`src/rtl/mux_bist.sv`:
```
// Self-test sequencer for the 2-input, 8-function logic mux: passes manual switches
// through when idle, otherwise sweeps all 32 vectors and checks the mux output.
module mux_bist #(
    parameter int unsigned SETTLE = 1
) (
    input  logic       clk,
    input  logic       rst,
    input  logic       start,
    input  logic       man_sw0,
    input  logic       man_sw1,
    input  logic [2:0] man_sel,
    input  logic       mux_out,
    output logic       sw0,
    output logic       sw1,
    output logic [2:0] select,
    output logic       busy,
    output logic       done,
    output logic       pass,
    output logic [5:0] err_count,
    output logic       fail_valid,
    output logic [4:0] fail_idx
);

    localparam logic [3:0] SETTLE_C = 4'(SETTLE);

    typedef enum logic [1:0] {IDLE, RUN, DONE} state_t;

    state_t     state, state_next;
    logic [4:0] v;
    logic [3:0] c;
    logic       launch;
    logic       sample;
    logic       golden;
    logic       miss;

    always_comb begin
        golden = 1'b0;
        case (v[4:2])
            3'b000:  golden = ~v[0];
            3'b001:  golden = v[0];
            3'b010:  golden = ~(v[1] ^ v[0]);
            3'b011:  golden = v[1] ^ v[0];
            3'b100:  golden = v[1] | v[0];
            3'b101:  golden = ~(v[1] | v[0]);
            3'b110:  golden = v[1] & v[0];
            default: golden = ~(v[1] & v[0]);
        endcase
    end

    assign sample = (state == RUN) && (c == SETTLE_C);
    assign miss   = sample && (mux_out != golden);

    always_ff @(posedge clk) begin
        if (rst) state <= IDLE;
        else     state <= state_next;
    end

    always_comb begin
        state_next = state;
        launch     = 1'b0;
        case (state)
            IDLE, DONE: begin
                if (start) begin
                    launch     = 1'b1;
                    state_next = RUN;
                end
            end
            RUN: begin
                if (sample && v == 5'd31) state_next = DONE;
            end
            default: state_next = IDLE;
        endcase
    end

    always_ff @(posedge clk) begin
        if (rst || launch) begin
            v          <= '0;
            c          <= '0;
            err_count  <= '0;
            fail_idx   <= '0;
            fail_valid <= 1'b0;
        end else if (sample) begin
            if (miss) begin
                err_count <= err_count + 6'd1;
                if (!fail_valid) begin
                    fail_idx   <= v;
                    fail_valid <= 1'b1;
                end
            end
            // v stays at 31 after the last compare so DONE keeps driving it
            if (v != 5'd31) v <= v + 5'd1;
            c <= '0;
        end else if (state == RUN) begin
            c <= c + 4'd1;
        end
    end

    always_comb begin
        if (state == IDLE) begin
            sw0    = man_sw0;
            sw1    = man_sw1;
            select = man_sel;
        end else begin
            sw0    = v[0];
            sw1    = v[1];
            select = v[4:2];
        end
    end

    assign busy = (state == RUN);
    assign done = (state == DONE);
    assign pass = done && (err_count == 6'd0);

endmodule

```
`config.mk`:
```
export PLATFORM = sky130hd
export DESIGN_NAME = mux_bist
export DESIGN_NICKNAME = d
export VERILOG_FILES = /design/src/rtl/mux_bist.sv
export SDC_FILE = /design/constraint.sdc
export NUM_CORES = 1
export LEC_CHECK = 0
export ABC_AREA = 1
export CAP_MARGIN = 20
export CORE_UTILIZATION = 49
export CTS_CLUSTER_SIZE = 25
export DETAILED_ROUTE_END_ITERATION = 16
export HOLD_SLACK_MARGIN = 0.05
export PLACE_DENSITY = 0.78
export SYNTH_ARGS = -nofsm -noshare
export SYNTH_HDL_FRONTEND = slang
export SYNTH_SLANG_ARGS = --single-unit
```
`constraint.sdc`:
```
create_clock -name clk -period 2.04 [get_ports clk]
set_input_delay 0.408 -clock clk [delete_from_list [all_inputs] [get_ports clk]]
set_output_delay 0.408 -clock clk [all_outputs]
set_load 0.005 [all_outputs]
```
### Yosys cells after proc, flatten, opt, wreduce, memory -nomap -nowiden

Index checks and enable logic that the tools add are counted.

| storage, ports and cells | value |
|---|---|
| register bits after elaboration | 23 |
| bits of input ports | 9 |
| output and inout port bits | 20 |
| logic and storage cells | 54 |

| cells by class | value |
|---|---|
| $add $sub $neg | 3 |
| equality and inequality tests | 14 |
| multiplexer cells | 9 |
| bitwise operators | 8 |
| reductions and logical operators | 14 |

Operator list:

| operator | number |
|---|---|
| $eq 3x3->1 const B | 3 |
| $pmux 1 s7 | 1 |
| $add 6x1->6 const B | 1 |
| $eq 3x2->1 const B | 2 |
| $logic_not 6->1 | 1 |
| $reduce_and 2->1 | 3 |
| $add 5x1->5 const B | 1 |
| $eq 5x5->1 const B | 1 |
| $ne 5x5->1 const B | 1 |
| $not 1->1 | 5 |
| $add 4x1->4 const B | 1 |
| $eq 4x1->1 const B | 1 |
| $logic_and 1x1->1 | 4 |
| $mux 1 | 4 |
| $mux 2 | 2 |
| $pmux 2 s2 | 1 |
| $reduce_or 2->1 | 2 |
| $eq 3x1->1 const B | 1 |
| $logic_not 3->1 | 1 |
| $mux 3 | 1 |
| $reduce_and 3->1 | 1 |
| $eq 2x1->1 const B | 1 |
| $eq 2x2->1 const B | 1 |
| $logic_not 2->1 | 1 |
| other kinds (7) | 7 |

### Longest topological paths before layout

| depth | value |
|---|---|
| depth after elaboration | 6 |
| mapped depth | 12 |
| mapped depth without buffers | 11 |

### Worst setup path after synthesis

No wires, ideal clock.

| path | value |
|---|---|
| kind | flip-flop to flip-flop |
| start point | register v[0] |
| end point | register fail_idx[0] |
| setup time | 0.064 ns |
| arrival | 1.409 ns |
| required time | 1.976 ns |
| setup slack | 0.568 ns |
| stages on the path, launching flop included | 13 |
| path buffers | 1 |
| clock period less this slack | 1.472 ns |
| path through | dfxtp_1 -> inv_1 -> ha_1 -> nand2_1 -> nand3_2 -> nand2_1 -> nand2_1 -> nand2_2 -> buf_6 -> nand3_4 -> nand2_1 -> inv_1 -> nor2_1 |

| on the way | value |
|---|---|
| word-level cells in the longest chain between the ends | 6 |
| elaborated cells on any way between the ends | 11 |
| those cells by class | eq/ne (1); mux (1); bitwise (7); reduce/logical (2) |

Ends and longest elaborated chain:

| element | RTL line | text |
|---|---|---|
| from (decl) | 29 | `logic [4:0] v;` |
| from (signal assigned) | 91 | `if (v != 5'd31) v <= v + 5'd1;` |
| $and 1x1->1, or another cell as far along | 45, 46 |  |
| $not 1->1, on equally long branches | 46, 41, 44 |  |
| $pmux 1 s7 | 38 | `case (v[4:2])` |
| $ne 1x1->1 | 51 | `assign miss = sample && (mux_out != golden);` |
| $logic_and 1x1->1 | 51 |  |
| $reduce_and 3->1 (no source line) | -- |  |
| to (signal assigned) | 86 | `fail_idx <= v;` |
| to (decl) | 21 | `output logic [4:0] fail_idx` |

Parallel ways exist; a longest one is shown, timed or not.
A chain may end at the register's enable or synchronous reset.

### Final worst setup path

| path | value |
|---|---|
| start point | register state[1] |
| end point | output select[0] |

| on the way | value |
|---|---|
| word-level cells in the longest chain between the ends | 2 |

Ends and longest elaborated chain:

| element | RTL line | text |
|---|---|---|
| from (decl) | 28 | `state_t state, state_next;` |
| from (signal assigned) | 55 | `else state <= state_next;` |
| $logic_not 2->1 | 99 | `if (state == IDLE) begin` |
| $mux 3 | 99 |  |
| to (decl) | 15 | `output logic [2:0] select,` |

Every way passes these cells.

==> results.sh <==
export IMPL_layout_drive_gt1_share=0.107
export IMPL_worstPathArrival_ps=1600
export IMPL_dieHeight_um=53.2
export IMPL_switching_share=0.263
export IMPL_synth_edf_count=0
export IMPL_status="finished clean"
export IMPL_drv_cap=0
export IMPL_netlist_area_leader_share=0.359
export IMPL_rsz0062_at_grt="true"
export IMPL_vias=1212
export IMPL_internal_power_mw=0.593
export IMPL_drt_drc_violations_left=0
export IMPL_drt_iter0_markers=35
export IMPL_clkPwrFrac=0.276
export IMPL_syn_area_per_cell_um2=7.16
export IMPL_cts_tree="done"
export IMPL_synthArstFlopShare=0
export IMPL_syn_to_final_growth_pct=29.5
export IMPL_wirelength_mm=2.69
export IMPL_ys_seq_area_frac=0.359
export IMPL_fin_tns_setup_ps=0
export IMPL_rows=18
export IMPL_start_util=0.518
export IMPL_fin_area_um2=1660
export IMPL_combinationalPowerShare=0.151
export IMPL_grt_max_degree=13
export IMPL_dr_pass1_iters=4
export IMPL_synth_top_area_cell="dfxtp_1"
export IMPL_portBuffers=28
export IMPL_syn_nets=195
export IMPL_layout_nets=231
export IMPL_required_ps=1630
export IMPL_die_x_um=53.2
export IMPL_min_path_type="flop to flop"
export IMPL_yosys_warnings=0
export IMPL_synth_seq_cells=23
export IMPL_fin_hold_ws_ps=503
export IMPL_crit_type="flop to output port"
export IMPL_hold_viol_final=0
export IMPL_finalPower_mw=0.804
export IMPL_antenna_found_initial=0
export IMPL_cts_root_buf="clkbuf_4"
export IMPL_via_per_inst=4.97
export IMPL_clkLatencyLatePin_ps=320
export IMPL_cts_sinks=23
export IMPL_relSlewSlack=0.648
export IMPL_grt_first_pass_wirelength_mm=4.33
export IMPL_antenna_left=0
export IMPL_synth_area_um2=1280
export IMPL_crit_fanout=5
export IMPL_die_area_um2=2830
export IMPL_power_leakage_nw=0.694
export IMPL_core_um2=2480
export IMPL_yosys_most_used_dff="dfxtp_1"
export IMPL_htreeDepth=1
export IMPL_final_min_clock_period_ps=2010
export IMPL_syn_instance_count=179
export IMPL_clk_pin_slew_worst_paths_ps=130
export IMPL_worst_pin_slew_ps=529
export IMPL_vdd_drop_max_v=0.000331
export IMPL_ioPinCount=29
export IMPL_setup_violations=0
export IMPL_grt_pass1_vias=1006
export IMPL_synth_area_top_cells="dfxtp_1 36%, nand2_1 11%, inv_1 8.5%"
export IMPL_grtUsageTotal=0.209
export IMPL_holdBufCountCts=0
export IMPL_fmax_mhz=497
export IMPL_drv_slew=0
export IMPL_avgRoutedWirePerCell_um=11.0
export IMPL_gp_congestion=0.816
export IMPL_overflow=0
export IMPL_p_per_area_nw_per_um2=484
export IMPL_n_antenna_cell=0
export IMPL_critPathCaptureType="output port"
export IMPL_fin_crit_sh=0.986
export IMPL_numCtsBuffers=3
export IMPL_power_switching_mw=0.211
export IMPL_placed_area_um2=1600
export IMPL_finClkSkew_ps=5.60
export IMPL_synth_cell_types=24
export IMPL_clock_path_buffers=2
export IMPL_seqPwrFrac=0.573
export IMPL_worst_setup_path_start_kind="flop"
export IMPL_hpwl_mm=2.02
cell families after synthesis:
| group | share of synthesized area |
|---|---|
| flops | 0.359 |
| simple gates | 0.314 |
| buf+inv | 0.113 |
| fa+ha+maj | 0.0683 |
| compound gates | 0.0976 |
| xor+xnor | 0.0478 |
cells in the final DEF, fill, tap and decap left out:
master,instances
nand4_1,5
nand3_2,1
buf_4,5
clkbuf_4,3
clkdlybuf4s15_2,1
inv_2,1
nand4_4,1
nor2_1,18
dlygate4sd2_1,3
dfxtp_1,20
nor3_1,3
nand3_4,1
xor2_1,6
o21ai_1,2
ha_1,7
clkinv_2,1
dlymetal6s2s_1,2
or2_2,1
nor3b_1,1
inv_1,29
clkdlybuf4s50_1,23
nand2_2,2
nand3_1,9
clkbuf_1,1
a21oi_1,14
dfxtp_2,3
o21ai_0,9
nor2_4,3
nand2_1,38
xnor2_1,1
synthesized netlist by cell type, types with 2 or more instances:
master,count
o21ai_0,10
nor3_1,3
dfxtp_1,23
nand4_1,5
nand3_1,9
xor2_1,6
nor2_4,2
a21oi_1,14
nand2_1,38
nand2_2,2
inv_1,29
nor2_1,19
ha_1,7
buf_6,2
power by group through the flow:
stage / sequential [mW] / clock, mW / combinational (mW)
floorplan: 0.469 / 0 / 0.0648
global placement: 0.469 / 0 / 0.115
detailed placement: 0.470 / 0 / 0.117
CTS: 0.460 / 0.221 / 0.116
global route: 0.462 / 0.240 / 0.135
finish: 0.461 / 0.222 / 0.121
path summary, 6_finish.rpt:
check	start	end	slack, ps	cells after the start
worst max-delay path	state[1]	select[0]	30	5
worst min-delay path	c[1]	c[1]	500	2
worst max register to register	v[0]	err_count[1]	230	10
worst min register to register	c[1]	c[1]	500	2
critical path, cell delays in order (launching register included):
cell,delay (ps)
dfxtp_2,370
nor2_4,130
buf_4,150
nand2_1,40
o21ai_0,60
clkdlybuf4s50_1,520
state kept, by name, summed over array words and instances (netlist names):
signal	count
err_count	6
fail_idx	5
state	2
v	5
c	4
fail_valid	1
layer usage:
layer,GRT usage,up-vias,part of all wire
li1,-,633,-
met1,0.284,540,0.45
met2,0.327,34,0.49
met3,0.0287,5,0.042
met4,0.0877,0,0.015
met5,0,-,0
final cells by class:
type                       instances  area, um2
timing repair buffer              34        330
tap                               30       37.5
multi-input combinational        122        684
fill                             232        817
inverter                          31        118
clock buffer                       4       26.3
sequential                        23        464
stage by stage:
step | utilization | std cells | setup WS, ps
global route | 0.670 | 244 | -23.6
floorplan | - | 179 | 568
CTS | 0.657 | 242 | 2.00
global placement | 0.647 | 238 | 125
detailed placement | 0.647 | 238 | 115
finish | 0.670 | 244 | 28.6
timing repair:
action	in CTS	in global routing
gates cloned	0	1
setup endpoints to repair	6	4
buffers inserted	0	1
pin swaps	0	0
gates resized for setup	5	6
No activity file was read; power rests on OpenSTA's default activity.
